[config.mk]
export PLATFORM = sky130hd
export DESIGN_NAME = pipe_stage_reg
export DESIGN_NICKNAME = d
export VERILOG_FILES = /design/src/rtl/pipe_stage_reg.sv
export SDC_FILE = /design/constraint.sdc
export NUM_CORES = 1
export LEC_CHECK = 0
export CORE_MARGIN = 2
export CORE_UTILIZATION = 60
export DETAILED_ROUTE_END_ITERATION = 7
export DONT_BUFFER_PORTS = 1
export HOLD_SLACK_MARGIN = 0.06
export PLACE_DENSITY = 0.87
export SETUP_SLACK_MARGIN = 0.02
export SYNTH_ARGS = -nofsm -noshare
export SYNTH_HDL_FRONTEND = slang
export SYNTH_SLANG_ARGS = --single-unit
[constraint.sdc]
create_clock -name clk -period 3.1 [get_ports clk]
set_input_delay 0.62 -clock clk [delete_from_list [all_inputs] [get_ports clk]]
set_output_delay 0.62 -clock clk [all_outputs]
set_load 0.01 [all_outputs]
[src/rtl/pipe_stage_reg.sv]
// Pipeline stage register with a valid/ready handshake, synchronous flush and an optional
// second (skid) entry so back-pressure does not form a combinational ready chain.
module pipe_stage_reg #(
   parameter int unsigned      WIDTH       = 96,
   parameter int unsigned      SKID        = 1,
   parameter logic [WIDTH-1:0] CLEAR_VALUE = '0
) (
   input  logic             clk,
   input  logic             reset,
   input  logic             flush,
   input  logic             in_valid,
   output logic             in_ready,
   input  logic [WIDTH-1:0] in_data,
   output logic             out_valid,
   input  logic             out_ready,
   output logic [WIDTH-1:0] out_data,
   output logic [1:0]       occupancy
);

   // state | meaning
   // EMPTY | no entry held, out_data shows CLEAR_VALUE
   // HALF  | main entry valid and presented downstream
   // FULL  | main and skid valid, skid is the younger beat (SKID=1 only)
   typedef enum logic [1:0] {
      EMPTY = 2'd0,
      HALF  = 2'd1,
      FULL  = 2'd2
   } state_e;

   state_e           state_q, state_d;
   logic [WIDTH-1:0] main_q, main_d;
   logic [WIDTH-1:0] skid_q, skid_d;
   logic             in_fire, out_fire;

   generate
      if (SKID != 0) begin : g_skid
         // Decoded straight from the state register: no path from out_ready.
         assign in_ready = (state_q != FULL);
      end else begin : g_noskid
         assign in_ready = (state_q == EMPTY) | out_ready;
      end
   endgenerate

   assign out_valid = (state_q != EMPTY);
   assign out_data  = main_q;
   assign occupancy = state_q;
   assign in_fire   = in_valid & in_ready;
   assign out_fire  = out_valid & out_ready;

   always_comb begin
      state_d = state_q;
      main_d  = main_q;
      skid_d  = skid_q;
      if (flush) begin
         state_d = EMPTY;
         main_d  = CLEAR_VALUE;
         skid_d  = CLEAR_VALUE;
      end else begin
         unique case (state_q)
            EMPTY: begin
               if (in_fire) begin
                  state_d = HALF;
                  main_d  = in_data;
               end
            end
            HALF: begin
               if (in_fire && out_fire) begin
                  main_d = in_data;
               end else if (in_fire && (SKID != 0)) begin
                  state_d = FULL;
                  skid_d  = in_data;
               end else if (out_fire) begin
                  state_d = EMPTY;
                  main_d  = CLEAR_VALUE;
               end
            end
            FULL: begin
               if (out_fire) begin
                  state_d = HALF;
                  main_d  = skid_q;
                  skid_d  = CLEAR_VALUE;
               end
            end
            default: begin
               state_d = EMPTY;
               main_d  = CLEAR_VALUE;
               skid_d  = CLEAR_VALUE;
            end
         endcase
      end
   end

   always_ff @(posedge clk) begin
      if (reset) begin
         state_q <= EMPTY;
         main_q  <= CLEAR_VALUE;
         skid_q  <= CLEAR_VALUE;
      end else begin
         state_q <= state_d;
         main_q  <= main_d;
         skid_q  <= skid_d;
      end
   end

endmodule

* Yosys cells after proc, flatten, opt, wreduce, memory -nomap -nowiden
Cells that the tools add are included.
** Storage, ports and cells
- Register bits after elaboration :: 194
- Input port bits :: 101
- Logic and storage cells :: 37
** Operators by class
- Eq/ne operators :: 10
- Multiplexer cells :: 14
- Bitwise operators :: 3
- Reductions and logical operators :: 7
** Operator list (count)
- 96-bit 2-to-1 mux :: 6
- 96-bit case mux with 3 select lines :: 2
- 4-bit AND reduction :: 3
- 2-bit 2-to-1 mux :: 5
- 2-bit != test, second input constant :: 5
- 3-bit != test, second input constant :: 3
- 2-bit case mux with 3 select lines :: 1
- 1-bit AND :: 2
- 2-bit by 1-bit == test with 1-bit output, second input constant :: 1
- 2-bit == test, second input constant :: 1
- 2-bit logical NOT :: 1
- 2-bit nonzero test :: 1
- 2-bit OR reduction :: 1
- 1-bit logical AND :: 1
- 1-bit inverter :: 1

* Depth between registers and ports, before layout
Gate-level depths: netlist of run 1.
- Depth in word-level cells :: 6
- Mapped depth :: 7
- Gate-level depth less buffers :: 3

* Least setup slack after synthesis of run 1
Ideal clock, no wire load.
- Kind :: in2reg
- From :: input port flush
- To :: register main_q[13] (netlist: out_data[13])
- Setup time :: 59 ps
- Arrival :: 1776 ps
- Path slack :: 1265 ps
- Stages on the path :: 6
- Path buffers :: 3
- Path through :: or2_1 > clkbuf_1 > nor3b_2 > buf_4 > buf_2 > a221o_1
** Between the ends
- Word-level cells in the longest chain between the ends :: 1
** RTL lines
- from (decl) :: line 10 : input logic flush,
- 2-bit OR reduction (no line)
- to (signal assigned) :: line 100 : main_q <= main_d;
- to (decl) :: line 31 : logic [WIDTH-1:0] main_q, main_d;
Every way passes these cells.
A chain may end at the register's enable or synchronous reset.

* Final worst setup path of run 1
- From :: register state_q[0] (netlist: occupancy[0])
- To :: output port in_ready
** Between the ends
- Word-level cells in the longest chain between the ends :: 1
** RTL lines
- from (decl) :: line 30 : state_e state_q, state_d;
- from (signal assigned) :: line 99 : state_q <= state_d;
- 2-bit != test :: line 38 : assign in_ready = (state_q != FULL);
- to (decl) :: line 12 : output logic in_ready,
Every way passes these cells.

==> metrics, run 1 <==
CTS Hold Bufs=0; DRT Pass-1 Iters=5; Synth top area share=46.4%; largest stage delay on the critical path=630 ps; max-slew violations=0; max-cap viol count=0; Layout Nets=1017; Cell Pwr Density=approximately 580 nW/um^2; Synth Area in XOR/XNOR=0%; grt ovf=0; Synth cell types=25; Critical Path Start Type=flop; Total GRT Usage=~29%; status=complete, no violations; share of cells above drive strength 1=under 10%; global-route wire length before repair=between 30000 and 40000 um; mux contribution to synthesized area=less than 1%; I/O pins=201; Post-synth EDFFs=0; Setup CP Type=flop to output pin; Final HPWL DP=approximately 12000 um; post-synthesis adder-cell area fraction=0%; cell area after layout=around 8900 sq um; Max H-tree Level=4; Placed Instances=about 1100; CTS tree=yes; largest net degree at the start of global routing=just under 200; hold slack final=around 330 ps; Fin Setup TNS=0 ps; Syn Inst Count=992; fin crit share=84.9%; Crit Path Max Fanout=57; Fin Clk Skew=9.83 ps; #FFs+latches synth=approximately 190; Synth Area in Compound Gates=a little under a fifth; die area=roughly 15000 sq um; Hold Path Origin=in_data[70]; Seq/Total Area, Yosys=between 40% and 50%; vias in the first global route=6931; DRT Wirelength=approximately 22000 um; Mapped Area=about 8400 sq um; Die W=about 120 um; clock-pin slew on the worst setup and hold paths=about 70 ps; Clock Latency Late Sink=430 ps; post_cts resized=0; Final min period=between 2000 and 3000 ps; CTS Buf Count=17; postcts setup bufs=0; DR WL/cell=between 15 and 20 um; Simple-Gate Fraction of Synth Area=28.3%; Num Clock Sinks=between 150 and 200; Layout Area Growth over Synthesis=6.49%; non-filler cells in the finished layout=1109; area of the multi-input gates=around 4000 sq um; Post-synth ARST share=0%; CP max-delay cell=dfxtp_1; RSZ-0062 raised after global routing=false; Max-slew headroom=between 40% and 50%; initial antenna violation count=0; Final Hold Viols=0; leakage=0.00257 uW; clk buf depth=2; PortBufs=0; crit end category=output pin; Die Y-Extent=between 100 and 150 um; ys flop type=dfxtp_1; root buf cell=clkbuf_16; main area contributors after synthesis=dfxtp_1, nand2_1, a221o_1, nand3b_1, a31oi_1; Highest Clock Rate=approximately 380 MHz; final setup violating endpoints=0; crit path DAT=roughly 2000 ps; placed cell area=between 8000 and 9000 sq um; FP Rows=between 40 and 50; Iteration-0 DRC Markers=840; largest family of logic cells by synthesized area=simple AND/OR/NAND/NOR gates; Hold Path Class=input port to flop; n_diodes=0; Worst R2R Start=occupancy[1]; most frequent cell after synthesis=nand2_1; Routed Antenna Nets=0; IR drop worst, VDD=just under 0.0004 V; Yosys warnings=0; largest area contributor in the netlist=dfxtp_1; commonest cells in the synthesized netlist=nand2_1, dfxtp_1; syn_area_per_cell=around 8.4 sq um; fillers=1147; total number of vias=~7400; Starting Density=roughly 60%; post-synth net total=~1100; DRC viols=0; Least-Margin Pin Slew=828 ps; Core Footprint=13800 sq um; worst-path cell chain=nand2b_4, buf_12; CP Data Required Time=2480 ps; area occupied by registers=roughly 3900 sq um; Final Wtd Congestion=~0.78; Worst Setup SP=occupancy[0]; Vias/cell=between 6 and 7
## stage by stage
step,setup WS [ps],power (uW),util (%)
CTS,442,5220,64.7
global route,349,5340,64.7
floorplan,1260,2880,-
global placement,911,2920,60.1
detailed placement,837,2920,60.1
finish,470,5190,64.7
## cells by family after synthesis
group / count (synthesis)
muxes: 2
DFF: 194
and+or+nand+nor: 492
AOI/OAI and AO/OA: 196
buffers and inverters: 108
## layout make-up
| cell class | count | share of cell area (%) |
|---|---|---|
| Tap cell | 180 | 2.53 |
| Multi-Input combinational cell | 690 | 45.3 |
| Timing Repair Buffer | 13 | 1.52 |
| Clock buffer | 20 | 5.01 |
| Sequential cell | 194 | 43.6 |
| Clock inverter | 12 | 2.02 |
## report_power, final
part | internal, uW | total, uW | switching, uW
Sequential | 2550 | 2610 | 67.7
Combinational | 82.5 | 254 | 172
Clock | 1380 | 2320 | 947
Total | 4010 | 5190 | 1190
## per-layer routing
| layer | vias to the layer above | GRT usage (%) | share of wire [%] |
|---|---|---|---|
| met1 | 3523 | 37.5 | 41 |
| met3 | 45 | 9.88 | 11 |
| met2 | 382 | 43.5 | 46 |
| met5 | - | 0 | 0 |
| met4 | 0 | 12.8 | 2.3 |
| li1 | 3443 | - | - |
## worst paths after layout
kind                        to  cells past startpoint  slack [ps]
setup / recovery      in_ready                      2         470
hold / removal    out_data[70]                      1         330
setup reg to reg  out_data[89]                      4         840
hold reg to reg     skid_q[37]                      2         500
## registers in the layout (all words and copies together), names as in the netlist
| signal | count |
|---|---|
| skid_q | 96 |
| occupancy | 2 |
| out_data | 96 |
## layout by cell type, fill, tap and decap left out, types with 2 or more instances in the layout
| master | Yosys | routed |
|---|---|---|
| nor3_1 | 96 | 96 |
| a221o_1 | 96 | 96 |
| buf_4 | 7 | 10 |
| clkbuf_1 | 62 | 2 |
| clkbuf_16 | 0 | 17 |
| nor2b_1 | 2 | 2 |
| nand3b_1 | 96 | 96 |
| clkinv_4 | 0 | 3 |
| buf_12 | 0 | 3 |
| dfxtp_1 | 194 | 193 |
| a31oi_1 | 96 | 96 |
| clkinvlp_4 | 0 | 2 |
| clkinv_2 | 0 | 2 |
| a21oi_1 | 2 | 2 |
| nand2b_4 | 0 | 2 |
| bufinv_16 | 0 | 4 |
| nand2_1 | 289 | 289 |
## critical path: cells and delay by family, from the launching register on
family | cells | cell delay (ps)
buffers and inverters | 1 | 360
and+or+nand+nor | 1 | 580
DFF | 1 | 630
No activity file was read; power rests on OpenSTA's default activity.
==> run 2, diff against run 1 <==
- CORE_UTILIZATION: 60 -> 57
- PLACE_DENSITY: 0.87 -> 0.86
- clock period: 3.1 -> 2.2 ns (I/O delays scaled with it)
==> metrics, run 2 (synthesized netlist as in run 1, its figures left out) <==
Iteration-0 DRC Markers=794 (was 840); Routed Antenna Nets=0 (unchanged); max-cap viol count=0 (unchanged); root buf cell=clkbuf_16 (unchanged); fin crit share=89.7%; crit end category=output pin (unchanged); DRT Wirelength=21700 um (was 21600 um); Final Total Pwr=7490 uW (was 5190 uW); Least-Margin Pin Slew=686 ps (was 828 ps); Fin Clk Skew=7.21 ps (was 9.83 ps); max-slew violations=0 (unchanged); Min-Delay Endpoint=out_data[89] (was out_data[70]); Hold Path Class=input port to flop (unchanged); Final HPWL DP=12400 um (was 12000 um); Die Y-Extent=125 um (was 122 um); post_cts resized=0 (unchanged); Final min period=between 1500 and 2000 ps; Cell Pwr Density=830 nW/um^2 (was 583 nW/um^2); CTS tree=yes (unchanged); FP Rows=44 (was 43); CTS Buf Count=17 (unchanged); Highest Clock Rate=between 500 and 600 MHz; Core Footprint=14400 sq um (was 13800 sq um); area of the multi-input gates=4040 sq um (unchanged); RSZ-0062 raised after global routing=false (unchanged); Fin Setup TNS=0 ps (unchanged); crit path DAT=1530 ps (was 2010 ps); Clock Latency Late Sink=420 ps (was 430 ps); Hold Path Origin=in_data[89] (was in_data[70]); R2R cell count=5 (was 4); hold path cells=1 (unchanged); commonest non-fill, non-tap cell in the layout=nand2_1 (unchanged); area occupied by registers=3880 sq um (unchanged); Starting Density=58.0% (was 60.7%); global-route wire length before repair=35400 um (was 34500 um); grt ovf=0 (unchanged); CP Data Required Time=1760 ps (was 2480 ps); Final Wtd Congestion=0.763 (was 0.776); Layout Area Growth over Synthesis=7.99% (was 6.49%); status=complete, no violations (unchanged); Total GRT Usage=26.9% (was 28.8%); Die W=125 um (was 122 um); Setup CP Type=flop to output pin (unchanged); final setup violating endpoints=0 (unchanged); DRT Pass-1 Iters=7 (was 5); Critical Path Start Type=flop (unchanged); die area=15700 sq um (was 14900 sq um); most frequent cells in the layout=nand2_1, dfxtp_1 (unchanged); DR WL/cell=19.4 um (was 19.5 um); FF-to-FF End=out_data[32] (was out_data[89]); Max H-tree Level=4 (unchanged); I/O pins=201 (unchanged); Final Hold Viols=0 (unchanged); R2R Setup Slk=490 ps (was 840 ps); clk buf depth=2 (unchanged); share of cells above drive strength 1=6.43% (was 5.81%); Worst R2R Start=occupancy[0] (was occupancy[1]); Layout Nets=1023 (was 1017); total number of vias=7425 (was 7393); Num Clock Sinks=194 (unchanged); initial antenna violation count=0 (unchanged); clock-pin slew on the worst setup and hold paths=70 ps (about the same); Vias/cell=6.65 (was 6.67); Max-slew headroom=54.3% (was 44.8%); IR drop worst, VDD=0.000539 V (was 0.000393 V); leakage=0.00263 uW (was 0.00257 uW); postcts setup bufs=0 (unchanged); DRC viols=0 (unchanged); Crit Path Max Fanout=60 (was 57); PortBufs=0 (unchanged); n_diodes=0 (unchanged); CTS Hold Bufs=0 (unchanged); largest net degree at the start of global routing=133 (was 194); vias in the first global route=6820 (was 6931); fillers=1189 (was 1147)
==> run 2: layer usage <==
metal	wire [um]	track usage (%)	up-vias
met5	0	0	-
met4	654	11.4	0
met3	2010	8.04	46
met2	9870	40.5	399
met1	9140	36.2	3535
li1	-	-	3445
==> run 2: worst max path at each step <==
stage / cells after the start / startpoint / slack, ps / endpoint
global route: 2 / occupancy[0] / 140 / in_ready
floorplan: 6 / flush / 540 / out_data[13]
global placement: 4 / occupancy[0] / 590 / out_data[83]
detailed placement: 4 / occupancy[0] / 510 / out_data[32]
CTS: 2 / occupancy[0] / 200 / in_ready
finish: 2 / occupancy[0] / 230 / in_ready
==> run 2: power breakdown <==
| group | internal (uW) | leakage [uW] | switching [uW] | total, uW |
|---|---|---|---|---|
| logic | 131 | 0.000738 | 253 | 384 |
| registers | 3590 | 0.00157 | 89.2 | 3680 |
| clock network | 2080 | 0.000321 | 1350 | 3430 |
==> run 2: critical path, cell delays in order, from the launching register on <==
cell      delay, ps
dfxtp_1         380
nand2b_4        170
buf_4           540
==> run 2: area by class of cell <==
type                            count  share of cell area, %
Multi-Input combinational cell    690                   44.7
Tap cell                          184                   2.55
Clock buffer                       19                   5.01
Clock inverter                     11                   2.20
Sequential cell                   194                   43.0
Timing Repair Buffer               19                   2.55
==> run 2: metrics by stage <==
stage / worst slack (ps) / cell area [sq um] / hold slack [ps] / utilization (%) / instances
6_report: 226 / 9030 / 151 / 62.6 / 1117
5_1_grt: 144 / 9030 / 132 / 62.6 / 1117
4_1_cts: 196 / 9030 / 135 / 62.6 / 1117
3_5_place_dp: 513 / 8380 / 487 / 58.1 / 1087
3_3_place_gp: 591 / 8380 / 479 / 58.1 / 1087
2_1_floorplan: 545 / 8360 / 469 / - / 992
==> run 3, diff against run 2 <==
- ABC_AREA: default -> 1
- CORE_UTILIZATION: 57 -> 60
- PLACE_DENSITY: 0.86 -> 0.87
- clock period: 2.2 -> 2.45 ns (I/O delays scaled with it)
==> metrics, run 3 <==
Max-slew headroom=50.2% (was 54.3%); Final Total Pwr=6690 uW (was 7490 uW); root buf cell=clkbuf_16 (unchanged); Total GRT Usage=29.2% (was 26.9%); max-slew violations=0 (unchanged); clock share of power=39.4% (was 45.8%); DRT Pass-1 Iters=5 (was 7); Routed Antenna Nets=0 (unchanged); Num Clock Sinks=194 (unchanged); P_sw=1870 uW (was 1690 uW); DRC viols=0 (unchanged); Final HPWL DP=15800 um (was 12400 um); clk buf depth=2 (unchanged); Seq/Total Area, Yosys=38.3% (was 46.4%); Starting Density=61.2% (was 58.0%); Syn Inst Count=1689 (was 992); Layout Nets=1708 (was 1023); Mapped Area=10200 sq um (was 8360 sq um); FP Rows=47 (was 44); Synth top area share=38.3% (was 46.4%); most frequent cells in the layout=nand2_1, inv_1, nand3_1, a21oi_1, dfxtp_1 (was nand2_1, dfxtp_1); Min-Delay Endpoint=occupancy[0] (was out_data[89]); die area=18000 sq um (was 15700 sq um); fin crit share=roughly 90%; Post-synth EDFFs=0 (unchanged); Least-Margin Pin Slew=748 ps (was 686 ps); CP Data Required Time=1960 ps (was 1760 ps); R2R Setup Slk=500 ps (was 490 ps); Hold Path Class=input port to flop (unchanged); grt ovf=0 (unchanged); ys flop type=dfxtp_1 (unchanged); Final Wtd Congestion=0.798 (was 0.763); Synth cell types=18 (was 25); leakage=0.00495 uW (was 0.00263 uW); post-synth net total=1790 (was 1093); Iteration-0 DRC Markers=841 (was 794); commonest non-fill, non-tap cell in the layout=nand2_1 (unchanged); pre-CTS setup slack=551 ps (was 513 ps); Yosys warnings=0 (unchanged); IR drop worst, VDD=0.000524 V (was 0.000539 V); postcts setup bufs=0 (unchanged); Crit Path Max Fanout=67 (was 60); Layout Area Growth over Synthesis=5.63% (was 7.99%); Fin Setup TNS=0 ps (unchanged); max-cap viol count=0 (unchanged); Comb pwr share=11.4% (was 5.1%); crit path DAT=1690 ps (was 1530 ps); Clock Latency Late Sink=430 ps (was 420 ps); DR WL/cell=14.5 um (was 19.4 um); sw frac=28.0% (was 22.6%); DRT Wirelength=26700 um (was 21700 um); Die Y-Extent=134 um (was 125 um); Die W=134 um (was 125 um); most frequent cell after synthesis=nand2_1 (unchanged); non-filler cells in the finished layout=1840 (was 1117); largest area contributor in the netlist=dfxtp_1 (unchanged); status=complete, no violations (unchanged); PortBufs=0 (unchanged); I/O pins=201 (unchanged); Core Footprint=16600 sq um (was 14400 sq um); sequential fraction of design power=49.2% (was 49.1%); total number of vias=10000 (was 7425); Cell Pwr Density=624 nW/um^2 (was 830 nW/um^2); #FFs+latches synth=194 (unchanged); FF-to-FF End=out_data[0] (was out_data[32]); CTS Hold Bufs=0 (unchanged); Post-synth ARST share=0% (unchanged); Highest Clock Rate=between 400 and 500 MHz; Vias/cell=5.44 (was 6.65); Setup CP Type=flop to output pin (unchanged); main area contributors after synthesis=dfxtp_1, nand2_1, a21oi_1, nand3_1, inv_1 (was dfxtp_1, nand2_1, a221o_1, nand3b_1, a31oi_1); n_diodes=0 (unchanged); Fin Clk Skew=8.60 ps (was 7.21 ps); fillers=1516 (was 1189); Hold Path Origin=reset (was in_data[89]); RSZ-0062 raised after global routing=false (unchanged); Pint=4820 uW (was 5800 uW); global-route wire length before repair=43700 um (was 35400 um); commonest cells in the synthesized netlist=nand2_1, inv_1, dfxtp_1 (was nand2_1, dfxtp_1); CTS tree=yes (unchanged); Final Hold Viols=0 (unchanged); vias in the first global route=9335 (was 6820); hold path cells=3 (was 1); setup ws final=266 ps (was 226 ps); syn_area_per_cell=6.01 sq um (was 8.43 sq um); placed cell area=10200 sq um (was 8380 sq um); final setup violating endpoints=0 (unchanged); clock-pin slew on the worst setup and hold paths=70 ps (about the same); Max H-tree Level=4 (unchanged); Placed Instances=1808 (was 1087); crit end category=output pin (unchanged); Final min period=about 2200 ps; R2R cell count=7 (was 5); CTS Buf Count=17 (unchanged); post_cts resized=0 (unchanged); share of cells above drive strength 1=4.07% (was 6.43%); largest net degree at the start of global routing=98 (was 133); cell area after layout=10700 sq um (was 9030 sq um); Worst R2R Start=occupancy[0] (unchanged); initial antenna violation count=0 (unchanged); Critical Path Start Type=flop (unchanged)
run 3: changes by cell type after synthesis, moves of 95 or more:
cell      before  now
nor3_1        96    1
a21oi_1        2  193
a221o_1       96    0
nor2_1         1   97
nand3b_1      96    0
inv_1          0  196
nand3_1        0  193
nand2_1      289  681
a31oi_1       96    0
run 3: worst max-delay path by stage:
stage	from	end	slack [ps]
2_1_floorplan	occupancy[0]	in_ready	970
3_3_place_gp	occupancy[0]	skid_q[26]	600
3_5_place_dp	occupancy[0]	skid_q[15]	550
4_1_cts	occupancy[0]	in_ready	250
5_1_grt	occupancy[0]	in_ready	180
6_report	occupancy[0]	in_ready	270
run 3: power by group through the flow:
stage | Combinational (uW) | Clock (uW) | Sequential, uW
2_1_floorplan | 599 | 0 | 3350
3_3_place_gp | 742 | 0 | 3360
3_5_place_dp | 760 | 0 | 3360
4_1_cts | 764 | 2660 | 3290
5_1_grt | 866 | 2770 | 3300
6_report | 765 | 2630 | 3290
run 3: cell families after synthesis:
family / count (synthesis) / synth area share (%)
AO/OA/AOI/OAI: 195 / 9.65
flip-flops: 194 / 38.3
buffers and inverters: 323 / 13.3
AND/OR/NAND/NOR: 977 / 38.8
run 3: per-stage QoR:
| stage | hold WS, ps | util, % |
|---|---|---|
| detailed placement | 452 | 61.4 |
| global route | 319 | 64.7 |
| CTS | 282 | 64.7 |
| floorplan | 439 | - |
| global placement | 447 | 61.4 |
| finish | 298 | 64.7 |
run 3: cell type report:
class                           count  area (sq um)  share of cell area [%]
Tap cell                          220           275                    2.57
Inverter                          200           758                    7.07
Clock inverter                     11          80.1                   0.747
Multi-Input combinational cell   1172          4950                    46.2
Clock buffer                       21           470                    4.39
Timing Repair Buffer               22           303                    2.82
Sequential cell                   194          3890                    36.2
run 3: critical path, stage by stage, from the launching register on:
cell and delay (ps):
dfxtp_1 630, clkinv_2 210, buf_12 250, nand2_1 160
run 3: layer usage:
layer | wire length, um | share of wire (%) | up-vias | GRT usage, %
met5 | 0 | 0 | - | 0
met4 | 580 | 2.2 | 0 | 11.3
met3 | 2550 | 9.5 | 52 | 7.90
met2 | 12800 | 48 | 426 | 49.5
met1 | 10800 | 40 | 4518 | 35.6
li1 | - | - | 5007 | -
